$ cat src/rtl/uart_tx_if.sv
// +-----------------------------------------------------------------------------+
// | uart_tx_if : valid/ready word handshake feeding the UART transmitter        |
// | Revision   : 1.0                                                            |
// +-----------------------------------------------------------------------------+
`default_nettype none

interface uart_tx_if #(
  parameter int DATA_BITS = 8
);
  logic [DATA_BITS-1:0] data;
  logic                 data_valid;
  logic                 ready;

  modport master (output data, output data_valid, input  ready);
  modport slave  (input  data, input  data_valid, output ready);
endinterface

`default_nettype wire

$ cat src/rtl/uart_tx.sv
// +-----------------------------------------------------------------------------+
// | uart_tx  : UART serial transmitter, start + DATA_BITS + [parity] + stops     |
// | Options  : define UART_TX_PARITY_EN to append an even-parity bit            |
// | Revision : 1.0                                                              |
// +-----------------------------------------------------------------------------+
`default_nettype none

module uart_tx #(
  parameter int CLK_FREQ  = 25_000_000,
  parameter int BAUD_RATE = 115_200,
  parameter int DATA_BITS = 8,
  parameter int STOP_BITS = 1
) (
  input  wire logic clk,
  input  wire logic rst_n,
  uart_tx_if.slave  bus,
  output logic      serial,
  output logic      busy
);

  localparam int CLKS_PER_BIT = CLK_FREQ / BAUD_RATE;
  localparam int CNT_W        = $clog2(CLKS_PER_BIT);
  localparam int IDX_W        = $clog2(DATA_BITS + 1);

  localparam logic [CNT_W-1:0] C_CNT_LAST  = CNT_W'(CLKS_PER_BIT - 1);
  localparam logic [IDX_W-1:0] C_DATA_LAST = IDX_W'(DATA_BITS - 1);
  localparam logic [IDX_W-1:0] C_STOP_LAST = IDX_W'(STOP_BITS - 1);

  generate
    if (CLKS_PER_BIT < 2) begin : g_bad_baud
      $error("uart_tx: CLK_FREQ / BAUD_RATE must be at least 2");
    end
    if (DATA_BITS < 5 || DATA_BITS > 9) begin : g_bad_data_bits
      $error("uart_tx: DATA_BITS must be 5..9");
    end
    if (STOP_BITS < 1 || STOP_BITS > 2) begin : g_bad_stop_bits
      $error("uart_tx: STOP_BITS must be 1 or 2");
    end
  endgenerate

`ifdef UART_TX_PARITY_EN
  typedef enum logic [2:0] {
    S_IDLE   = 3'd0,
    S_START  = 3'd1,
    S_DATA   = 3'd2,
    S_PARITY = 3'd3,
    S_STOP   = 3'd4
  } state_t;
`else
  typedef enum logic [1:0] {
    S_IDLE  = 2'd0,
    S_START = 2'd1,
    S_DATA  = 2'd2,
    S_STOP  = 2'd3
  } state_t;
`endif

  state_t               state_q, state_d;
  logic [CNT_W-1:0]     cnt_q,   cnt_d;
  logic [IDX_W-1:0]     idx_q,   idx_d;
  logic [DATA_BITS-1:0] shift_q, shift_d;
  logic                 serial_q, serial_d;
  logic                 busy_q,   busy_d;
`ifdef UART_TX_PARITY_EN
  logic                 parity_q, parity_d;
`endif

  logic bit_end;

  assign bit_end   = (cnt_q == C_CNT_LAST);
  assign bus.ready = (state_q == S_IDLE);
  assign serial    = serial_q;
  assign busy      = busy_q;

  always_comb begin
    state_d  = state_q;
    cnt_d    = '0;
    idx_d    = idx_q;
    shift_d  = shift_q;
    serial_d = serial_q;
    busy_d   = busy_q;
`ifdef UART_TX_PARITY_EN
    parity_d = parity_q;
`endif
    if (state_q != S_IDLE) begin
      cnt_d = bit_end ? '0 : cnt_q + 1'b1;
    end

    // serial is registered, so each transition loads the value of the bit that follows
    case (state_q)
      S_IDLE: begin
        idx_d    = '0;
        serial_d = 1'b1;
        busy_d   = 1'b0;
        if (bus.data_valid) begin
          shift_d  = bus.data;
          state_d  = S_START;
          serial_d = 1'b0;
          busy_d   = 1'b1;
`ifdef UART_TX_PARITY_EN
          parity_d = ^bus.data;
`endif
        end
      end
      S_START: begin
        if (bit_end) begin
          state_d  = S_DATA;
          idx_d    = '0;
          serial_d = shift_q[0];
        end
      end
      S_DATA: begin
        if (bit_end) begin
          shift_d = shift_q >> 1;
          if (idx_q == C_DATA_LAST) begin
            idx_d = '0;
`ifdef UART_TX_PARITY_EN
            state_d  = S_PARITY;
            serial_d = parity_q;
`else
            state_d  = S_STOP;
            serial_d = 1'b1;
`endif
          end else begin
            idx_d    = idx_q + 1'b1;
            serial_d = shift_q[1];
          end
        end
      end
`ifdef UART_TX_PARITY_EN
      S_PARITY: begin
        if (bit_end) begin
          state_d  = S_STOP;
          serial_d = 1'b1;
        end
      end
`endif
      S_STOP: begin
        // the bit index is reused to count stop bits
        if (bit_end) begin
          if (idx_q == C_STOP_LAST) begin
            state_d = S_IDLE;
            idx_d   = '0;
            busy_d  = 1'b0;
          end else begin
            idx_d = idx_q + 1'b1;
          end
          serial_d = 1'b1;
        end
      end
      default: begin
        state_d  = S_IDLE;
        serial_d = 1'b1;
        busy_d   = 1'b0;
      end
    endcase
  end

  always_ff @(posedge clk or negedge rst_n) begin
    if (!rst_n) begin
      state_q  <= S_IDLE;
      cnt_q    <= '0;
      idx_q    <= '0;
      shift_q  <= '0;
      serial_q <= 1'b1;
      busy_q   <= 1'b0;
`ifdef UART_TX_PARITY_EN
      parity_q <= 1'b0;
`endif
    end else begin
      state_q  <= state_d;
      cnt_q    <= cnt_d;
      idx_q    <= idx_d;
      shift_q  <= shift_d;
      serial_q <= serial_d;
      busy_q   <= busy_d;
`ifdef UART_TX_PARITY_EN
      parity_q <= parity_d;
`endif
    end
  end

endmodule

`default_nettype wire
$ cat src/flat_wrapper.sv
// flat-port wrapper written by rule: the top's interface ports become plain ports
module uart_tx_flat 
#(
  parameter int CLK_FREQ  = 25_000_000,
  parameter int BAUD_RATE = 115_200,
  parameter int DATA_BITS = 8,
  parameter int STOP_BITS = 1
)
  (clk, rst_n, serial, busy, bus_data, bus_data_valid, bus_ready);
  uart_tx_if #(.DATA_BITS(DATA_BITS)) bus_i ();
  input  wire logic clk;
  input  wire logic rst_n;
  output logic serial;
  output logic busy;
  input wire logic [$bits(bus_i.data)-1:0] bus_data;
  input wire logic [$bits(bus_i.data_valid)-1:0] bus_data_valid;
  output wire logic [$bits(bus_i.ready)-1:0] bus_ready;
  assign bus_i.data = bus_data;
  assign bus_i.data_valid = bus_data_valid;
  assign bus_ready = bus_i.ready;
  uart_tx #(.CLK_FREQ(CLK_FREQ), .BAUD_RATE(BAUD_RATE), .DATA_BITS(DATA_BITS), .STOP_BITS(STOP_BITS)) u_core (.clk(clk), .rst_n(rst_n), .bus(bus_i), .serial(serial), .busy(busy));
endmodule
$ cat config.mk
export PLATFORM = sky130hd
export DESIGN_NAME = uart_tx_flat
export DESIGN_NICKNAME = d
export VERILOG_FILES = /design/src/rtl/uart_tx_if.sv /design/src/rtl/uart_tx.sv /design/src/flat_wrapper.sv
export SDC_FILE = /design/constraint.sdc
export NUM_CORES = 1
export LEC_CHECK = 0
export CAP_MARGIN = 20
export CORE_MARGIN = 5
export CORE_UTILIZATION = 51
export DETAILED_ROUTE_END_ITERATION = 10
export PLACE_DENSITY = 0.73
export SYNTH_ARGS = -nofsm -noshare
export SYNTH_HDL_FRONTEND = slang
export SYNTH_SLANG_ARGS = --single-unit
$ cat constraint.sdc
create_clock -name clk -period 4.2 [get_ports clk]
set_clock_uncertainty 0.1 [all_clocks]
set_input_delay 0.42 -clock clk [delete_from_list [all_inputs] [get_ports clk]]
set_output_delay 0.42 -clock clk [all_outputs]
set_load 0.02 [all_outputs]
==> results.md, run 1 <==
- Status: finished clean
- Max VDD drop: 179 µV
- Req. time, crit path: 4300 ps
- All-layer global routing usage: 14.1%
- Setup TNS: 0 ps
- CTS Buf Count: 3
- Top cells by area, synth: dfrtp_1 (42%), mux2_4 (8.8%), ha_1 (7.4%), mux2_2 (5.8%), nor2_1 (3.6%)
- Clock edge transition at the registers on the reported setup and hold paths: 130 ps
- Ys async rst share: 100%
- DR WL/cell: 14.1 µm
- Initial Util: 53.8%
- Final Hold Fails: 0
- Synth Register Bits: 24
- EDFF count, synth: 0
- Final critical-path share of the clock period: 57.5%
- Drt total wl: 2330 µm
- PwrDens: 237 nW/µm²
- Register area: 602 µm²
- Clk buf depth: 2
- Yosys Warn Count: 0
- I/O pins: 14
- Final HPWL from detailed placement: 1700 µm
- Initial DRC count: 48
- Total congestion overflow: 0
- Area growth, synth to finish: 13.9%
- Fill count: 214
- Peak Freq: 414 MHz
- Combined area of the multi-input logic cells: 702 µm²
- DRC violations left: 0
- Worst Path Arrival: 2520 ps
- Worst Max-Slew Pin Slew: 536 ps
- Port bufs: 13
- CP Cell Sequence: inv_1, ha_1, nor4b_1, a211oi_2, nor3_1, mux2_1
- Worst path max stage delay: 540 ps
- Crit Path Max Fanout: 15
- Post-layout min period: 2410 ps
- Placed instance count: 160
- Core area: 2520 µm²
- Final WS setup: 1790 ps
- CTS tree: done
- Slew headroom: 64.3%
- Startpoint Class: register
- Most frequent cells in the layout: dfrtp_1 (23), nor2_1 (13), clkdlybuf4s50_1 (13), inv_1 (9)
- Worst skew pair latency: 310 ps
- CTS Sinks: 24
- Prevailing post-synth register cell: dfrtp_1
- Fin. max-slew vios: 0
- Core Rows: 18
- CTS root buffer: clkbuf_4
- RSZ-0062 raised after global routing: no
- First-pass GRT wire length: 4040 µm
- Drt pass-1 iters: 4
- Vias in the first global route: 924
- Critical path class: reg2reg
- Leakage: 0.704 nW
- Fin nets: 155
- Synth top area share: 42.4%
- Crit. End Element: register
- Antenna Cells: 0
- Area leader, netlist: dfrtp_1
- H-tree depth: 1
- Avg Vias per Cell: 5.50
- Area of the mapped netlist: 1360 µm²
- Yosys cell types: 43
- Syn_area_per_cell: 11.3 µm²
- Synthesized Nets: 139
- Fin util: 61.3%
- DP Worst Slack: 1790 ps
- Sequential-to-total area share from yosys stat: 44.3%
- Crit-path slowest cell: nor4b_1
- Synth Instances: 120
- Final cell count without fillers: 165
- Initial antenna violation count: 0
- Vias: 907
- Count of final setup violators: 0
- Layout cell share with drive strength beyond 1: 18.5%
- Die W: 61.6 µm
- Antenna Nets Post-Route: 0
- Max Cap Viol: 0
- Post-cts sizing count: 0
- Routability cong.: 0.880
- DIE HEIGHT: 61.6 µm
- Post-CTS setup buffers: 0
- Die ar.: 3790 µm²
- Most common cell after layout, fill and taps aside: dfrtp_1
- Worst hold path type: in2async
- Largest net degree at the start of global routing: 25
- CTS Hold Bufs: 0
==> area by class of cell <==
class | count | area share, %
clock buffers | 4 | 1.70
multi-input cells | 84 | 45.4
inverters | 9 | 2.18
flip-flops and latches | 24 | 38.9
repair buffers | 14 | 9.39
well taps | 30 | 2.43
==> cells by family after synthesis <==
logic type | Yosys count | synth area share [%]
and+or+nand+nor | 37 | 14.8
DFF | 24 | 44.3
muxes | 17 | 16.2
AOI/OAI and AO/OA | 16 | 9.40
buffers and inverters | 12 | 3.96
adders and majority gates | 8 | 7.37
xor gates and xnor gates | 6 | 3.87
==> worst paths after layout <==
check	start	endpoint	slack, ps	cells after the start
max	u_core.state_q[0]	u_core.state_q[1]	1790	6
max in group asynchronous	rst_n	u_core.state_q[0]	3230	2
min reg2reg	u_core.serial	u_core.serial	420	1
max reg2reg	u_core.state_q[0]	u_core.state_q[1]	1790	6
min	rst_n	u_core.idx_q[3]	320	1
min in group clk	u_core.serial	u_core.serial	420	1
==> synth_stat cells, types with 2 or more instances <==
cell type	number
and3_1	2
dfrtp_1	23
ha_1	8
inv_1	9
mux2_2	7
mux2_4	8
nand2_1	2
nand3_1	7
nor2_1	13
nor3_1	2
o21ai_0	2
o21ai_1	2
xor2_1	5
==> sequential cells by signal, summed over array words and instances (netlist names) <==
signal / cells
u_core.serial: 1
u_core.cnt_q: 8
u_core.busy: 1
u_core.idx_q: 4
u_core.shift_q: 8
u_core.state_q: 2
==> power breakdown <==
group / switching (mW) / internal (mW)
Combinational: 0.00793 / 0.0174
Clock: 0.0675 / 0.0370
Sequential: 0.00234 / 0.235
==> per-stage QoR <==
step / hold slack, ps / cell area (µm²) / power [mW]
after floorplan: 24.4 / 1360 / 0.250
after global placement: 389 / 1510 / 0.265
after detailed placement: 394 / 1510 / 0.266
after CTS: 421 / 1530 / 0.373
after global routing: 345 / 1550 / 0.385
final: 318 / 1550 / 0.367
==> worst max-delay path, delay by kind of cell, from the launching register on <==
family	cells	cell delay, ps
AND/OR/NAND/NOR	2	840
flip-flops	1	420
adder cells (fa/ha/maj)	1	390
multiplexers	1	360
AO/OA/AOI/OAI	1	110
buffers and inverters	1	80
==> routing by layer <==
metal	vias to the layer above	track usage (%)	routed length [µm]
met2	19	22.9	1090
met3	2	2.73	87
li1	453	-	-
met4	0	4.85	10
met5	-	0	0
met1	433	18.9	1150
(Power assumes the default switching activity.)
==> inputs of run 2 (changes only) <==
CORE_UTILIZATION = 50   (was 51)
PLACE_DENSITY = 0.74   (was 0.73)
clock period = 2 ns   (was 4.2 ns; I/O delays follow)
==> run 2 against run 1 <==
Via count is 6.0% higher. Cell area increased by 7.5%. Wire length increased by 16%. Cell count is 7.3% higher. Non-clock buffer count is 12 higher. Setup slack worse by 1800 ps. Total power rose by 120%. Utilization increased by 4.0 points.
==> results.md, run 2 (synthesis results as in run 1) <==
- R2R depth: 6 (unchanged)
- DIE HEIGHT: 62.1 µm (was 61.6 µm)
- Final Hold Fails: 0 (unchanged)
- CTS tree: done (unchanged)
- Startpoint Class: register (unchanged)
- Met1 usage: 17.8% (was 18.9%)
- DR WL/cell: 15.3 µm (was 14.1 µm)
- DRC violations left: 0 (unchanged)
- Die W: 62.1 µm (was 61.6 µm)
- RSZ-0062 raised after global routing: yes (was no)
- I/O pins: 14 (unchanged)
- Die ar.: 3860 µm² (was 3790 µm²)
- FF-to-FF setup slack: 40 ps (was 1790 ps)
- Core area: 2540 µm² (was 2520 µm²)
- Crit-path slowest cell: a211o_4 (was nor4b_1)
- Leakage: 0.783 nW (was 0.704 nW)
- Port bufs: 13 (unchanged)
- PwrDens: 486 nW/µm² (was 237 nW/µm²)
- H-tree depth: 1 (unchanged)
- Final critical-path share of the clock period: 98.2% (was 57.5%)
- Max Cap Viol: 0 (unchanged)
- Met2 GRT Util: 26.3% (was 22.9%)
- Slew headroom: 77.7% (was 64.3%)
- Peak Freq: 509 MHz (was 414 MHz)
- Max VDD drop: 518 µV (was 179 µV)
- Initial antenna violation count: 0 (unchanged)
- Initial DRC count: 41 (was 48)
- Req. time, crit path: 2110 ps (was 4300 ps)
- Setup TNS: 0 ps (unchanged)
- CTS Sinks: 24 (unchanged)
- Largest net degree at the start of global routing: 25 (unchanged)
- Most Crowded Layer GR: met2 (unchanged)
- Post-layout min period: 1960 ps (was 2410 ps)
- Post-CTS setup buffers: 0 (unchanged)
- Clock edge transition at the registers on the reported setup and hold paths: 130 ps (about the same)
- CTS Buf Count: 3 (unchanged)
- Reg2reg end: u_core.shift_q[7] (was u_core.state_q[1])
- Worst skew pair latency: 310 ps (about the same)
- First-pass GRT wire length: 4800 µm (was 4040 µm)
- Vias in the first global route: 1,046 (was 924)
- CTS root buffer: clkbuf_4 (unchanged)
- CTS Hold Bufs: 0 (unchanged)
- Most frequent cells in the layout: dfrtp_1 (23), nor2_1 (13), buf_4 (13), clkdlybuf4s50_1 (12), inv_1 (9) (was dfrtp_1 (23), nor2_1 (13), clkdlybuf4s50_1 (13), inv_1 (9))
- Met3 Usage GRT: 3.06% (was 2.73%)
- Crit. End Element: register (unchanged)
- All-layer global routing usage: 15.0% (was 14.1%)
- Status: finished clean (unchanged)
- Most common cell after layout, fill and taps aside: dfrtp_1 (unchanged)
- DP Worst Slack: -42.7 ps (was 1790 ps)
- Worst path max stage delay: 440 ps (was 540 ps)
- Antenna Nets Post-Route: 0 (unchanged)
- Worst Max-Slew Pin Slew: 334 ps (was 536 ps)
- Fin nets: 167 (was 155)
- Tot Pwr: 808 µW (was 367 µW)
- Critical path class: reg2reg (unchanged)
- Avg Vias per Cell: 5.43 (was 5.50)
- Drt pass-1 iters: 4 (unchanged)
- Worst Path Arrival: 2070 ps (was 2520 ps)
- Drt total wl: 2710 µm (was 2330 µm)
- Worst hold path type: in2async (unchanged)
- Routability cong.: 0.797 (was 0.880)
- Layout cell share with drive strength beyond 1: 28.6% (was 18.5%)
- CP Launch Point: u_core.cnt_q[0] (was u_core.state_q[0])
- CP Cell Sequence: inv_1, ha_1, and4b_1, nand4_1, a211o_4, mux2_4 (was inv_1, ha_1, nor4b_1, a211oi_2, nor3_1, mux2_1)
- Antenna Cells: 0 (unchanged)
- Initial Util: 53.3% (was 53.8%)
- Fin. max-slew vios: 0 (unchanged)
- Crit Path Max Fanout: 8 (was 15)
- Clk buf depth: 2 (unchanged)
- Core Rows: 18 (unchanged)
- Final WS setup: 35.1 ps (was 1790 ps)
- Crit path to: u_core.shift_q[7] (was u_core.state_q[1])
- Regs by FF count: u_core.cnt_q (8), u_core.shift_q (8), u_core.idx_q (4) (unchanged)
- Final HPWL from detailed placement: 2090 µm (was 1700 µm)
- Total congestion overflow: 0 (unchanged)
- Vias: 961 (was 907)
- Worst r2r src: u_core.cnt_q[0] (was u_core.state_q[0])
- Fill count: 213 (was 214)
- Count of final setup violators: 0 (unchanged)
- Area growth, synth to finish: 22.5% (was 13.9%)
==> run 2: repair_timing <==
item                       CTS  global route
setup endpoints to repair   10            10
pin swaps                    0             4
gates resized for setup      4             2
==> run 2: worst min path at each step <==
stage / startpoint / slack, ps / cells past startpoint / endpoint
6_report: rst_n / 120 / 2 / u_core.idx_q[3]
5_1_grt: rst_n / 140 / 2 / u_core.busy
4_1_cts: rst_n / 130 / 2 / u_core.idx_q[3]
3_5_place_dp: u_core.serial / 400 / 1 / u_core.serial
3_3_place_gp: u_core.shift_q[7] / 390 / 1 / u_core.shift_q[7]
2_1_floorplan: rst_n / -200 / 0 / u_core.busy
==> run 2: cell type report <==
| type | instances | area, µm² | share of cell area (%) |
|---|---|---|---|
| Inverter | 9 | 33.8 | 2.03 |
| Sequential cell | 24 | 602 | 36.2 |
| Clock buffer | 4 | 36.3 | 2.18 |
| Timing Repair Buffer | 26 | 226 | 13.6 |
| Tap cell | 30 | 37.5 | 2.26 |
| Multi-Input combinational cell | 84 | 727 | 43.7 |
==> run 2: where the power goes <==
group          leakage [nW]  internal (mW)  switching (mW)  total [mW]
combinational         0.474         0.0364          0.0183      0.0547
clock                0.0210          0.111           0.143       0.254
sequential            0.288          0.494         0.00576       0.499
total                 0.783          0.641           0.167       0.808
==> run 2: layer usage <==
metal / part of all wire [%] / routed length [µm]
met1: 43 / 1180
met2: 51 / 1390
met3: 3.2 / 88
met5: 0 / 0
met4: 2.2 / 59
==> run 2: metrics by stage <==
step	area, µm²	hold slack (ps)	utilization (%)	instances
floorplan	1360	-196	-	120
global placement	1600	389	63.0	173
detailed placement	1600	404	63.0	173
CTS	1650	128	64.9	177
global route	1660	144	65.3	177
finish	1660	123	65.3	177
==> run 2: worst max-delay path: cells and delay by family, from the launching register on <==
family                   cells  cell delay, ps
multiplexers                 1             330
AO/OA/AOI/OAI                1             440
AND/OR/NAND/NOR              2             390
buffers and inverters        1              60
adder cells (fa/ha/maj)      1             140
flip-flops                   1             410
==> inputs of run 3 (changes only) <==
RECOVER_POWER = 25   (was default)
SLEW_MARGIN = 20   (was default)
==> run 3 against run 2 <==
Die area unchanged. Sequential cell count is the same. Via count rose by 0.10%. Critical path depth is the same. Setup slack is essentially flat. Register-to-register slack is essentially flat.
==> results.md, run 3 (synthesis results as in run 1) <==
- Drt total wl: 2710 µm (about the same)
- Regs by FF count: u_core.cnt_q (8), u_core.shift_q (8), u_core.idx_q (4) (unchanged)
- Port bufs: 13 (unchanged)
- All-layer global routing usage: 15.0% (unchanged)
- Total congestion overflow: 0 (unchanged)
- Crit Path Max Fanout: 8 (unchanged)
- Reg2reg end: u_core.shift_q[7] (unchanged)
- End point of the worst hold path: u_core.serial
- Antenna Nets Post-Route: 0 (unchanged)
- Worst Path Buf+Inv: 1 (unchanged)
- Die ar.: 3860 µm² (unchanged)
- Startpoint Class: register (unchanged)
- Worst hold path type: reg2reg (was in2async)
- Fin nets: 167 (unchanged)
- Hold Startpoint: u_core.serial
- Routability cong.: 0.797 (unchanged)
- Initial DRC count: 39 (was 41)
- Leakage: 0.780 nW (was 0.783 nW)
- Combined area of the multi-input logic cells: 727 µm² (unchanged)
- Tot Pwr: 807 µW (was 808 µW)
- Clk buf depth: 2 (unchanged)
- Final critical-path share of the clock period: 98.3% (was 98.2%)
- Peak Freq: 509 MHz (about the same)
- Max VDD drop: 517 µV (was 518 µV)
- Fin. max-slew vios: 0 (unchanged)
- Die W: 62.1 µm (unchanged)
- Worst skew pair latency: 310 ps (about the same)
- R2R depth: 6 (unchanged)
- Clock edge transition at the registers on the reported setup and hold paths: 130 ps (about the same)
- DR WL/cell: 15.3 µm (about the same)
- CTS tree: done (unchanged)
- Crit-path slowest cell: a211o_4 (unchanged)
- I/O pins: 14 (unchanged)
- First-pass GRT wire length: 4800 µm (unchanged)
- CTS root buffer: clkbuf_4 (unchanged)
- Worst Path Arrival: 2070 ps (about the same)
- Req. time, crit path: 2110 ps (about the same)
- Slew headroom: 16.1% (was 77.7%)
- Count of final setup violators: 0 (unchanged)
- Family with the most delay on the worst path: compound AO/OA/AOI/OAI gates (unchanged)
- Worst hold stages: 1
- Register area: 602 µm² (unchanged)
- Final WS setup: 34.9 ps (was 35.1 ps)
- Initial Util: 53.3% (unchanged)
- Most frequent cells in the layout: dfrtp_1 (23), nor2_1 (13), buf_4 (12), clkdlybuf4s50_1 (11), inv_1 (9) (was dfrtp_1 (23), nor2_1 (13), buf_4 (13), clkdlybuf4s50_1 (12), inv_1 (9))
- Area growth, synth to finish: 22.2% (was 22.5%)
- Antenna Cells: 0 (unchanged)
- Largest net degree at the start of global routing: 25 (unchanged)
- Critical path class: reg2reg (unchanged)
- Setup TNS: 0 ps (unchanged)
- CTS Buf Count: 3 (unchanged)
- Worst Max-Slew Pin Slew: 1260 ps (was 334 ps)
- Final Hold Fails: 0 (unchanged)
- H-tree depth: 1 (unchanged)
- DP Worst Slack: -42.7 ps (unchanged)
- CTS Hold Bufs: 0 (unchanged)
- Post-layout min period: 1970 ps (was 1960 ps)
- CTS Sinks: 24 (unchanged)
- Post-CTS setup buffers: 0 (unchanged)
- Vias in the first global route: 1,046 (unchanged)
- Worst r2r src: u_core.cnt_q[0] (unchanged)
- Core Rows: 18 (unchanged)
- Most common cell after layout, fill and taps aside: dfrtp_1 (unchanged)
- Drt pass-1 iters: 4 (unchanged)
- Worst path max stage delay: 440 ps (about the same)
- DRC violations left: 0 (unchanged)
- PwrDens: 486 nW/µm² (about the same)
- Vias: 962 (was 961)
- Status: finished clean (unchanged)
- CP Cell Sequence: inv_1, ha_1, and4b_1, nand4_1, a211o_4, mux2_4 (unchanged)
- Final HPWL from detailed placement: 2090 µm (unchanged)
- Initial antenna violation count: 0 (unchanged)
- Layout cell share with drive strength beyond 1: 27.9% (was 28.6%)
- Max Cap Viol: 0 (unchanged)
- Avg Vias per Cell: 5.44 (was 5.43)
- Crit. End Element: register (unchanged)
- RSZ-0062 raised after global routing: yes (unchanged)
- FF-to-FF setup slack: 30 ps (was 40 ps)
- Fill count: 215 (was 213)
- Core area: 2540 µm² (unchanged)
- DIE HEIGHT: 62.1 µm (unchanged)
-- run 3: area by class of cell --
cell class                      instances  area share [%]
Multi-Input combinational cell         84            43.8
Tap cell                               30            2.26
Clock buffer                            4            2.19
Timing Repair Buffer                   26            13.4
Sequential cell                        24            36.3
Inverter                                9            2.04
-- run 3: timing repair --
item / in CTS / in global routing
gates resized for setup: 4 / 2
endpoints found under the hold margin: 0 / 0
setup endpoints to repair: 10 / 10
pin swaps: 0 / 4
-- run 3: worst max-delay path by stage --
stage / cells past startpoint / startpoint / end
3_5_place_dp: 6 / u_core.cnt_q[0] / u_core.shift_q[7]
4_1_cts: 6 / u_core.cnt_q[0] / u_core.shift_q[7]
6_report: 6 / u_core.cnt_q[0] / u_core.shift_q[7]
2_1_floorplan: 6 / u_core.state_q[0] / u_core.state_q[1]
5_1_grt: 6 / u_core.cnt_q[0] / u_core.shift_q[7]
3_3_place_gp: 6 / u_core.cnt_q[0] / u_core.shift_q[5]
-- run 3: layer usage --
metal | global-route usage (%) | routed length, µm
met1 | 17.8 | 1180
met2 | 26.3 | 1380
met3 | 3.06 | 88
met4 | 5.69 | 59
met5 | 0 | 0
-- run 3: per-stage QoR --
stage	std cells	hold WS (ps)	util [%]	area [µm²]
final	177	421	65.2	1660
after global routing	177	449	65.2	1660
after CTS	177	128	64.9	1650
after detailed placement	173	404	63.0	1600
after global placement	173	389	63.0	1600
after floorplan	120	-196	-	1360
-- run 3: where the power goes --
group	total (mW)	internal, mW	switching [mW]
logic	0.0533	0.0351	0.0182
clock network	0.254	0.111	0.143
registers	0.499	0.494	0.00576
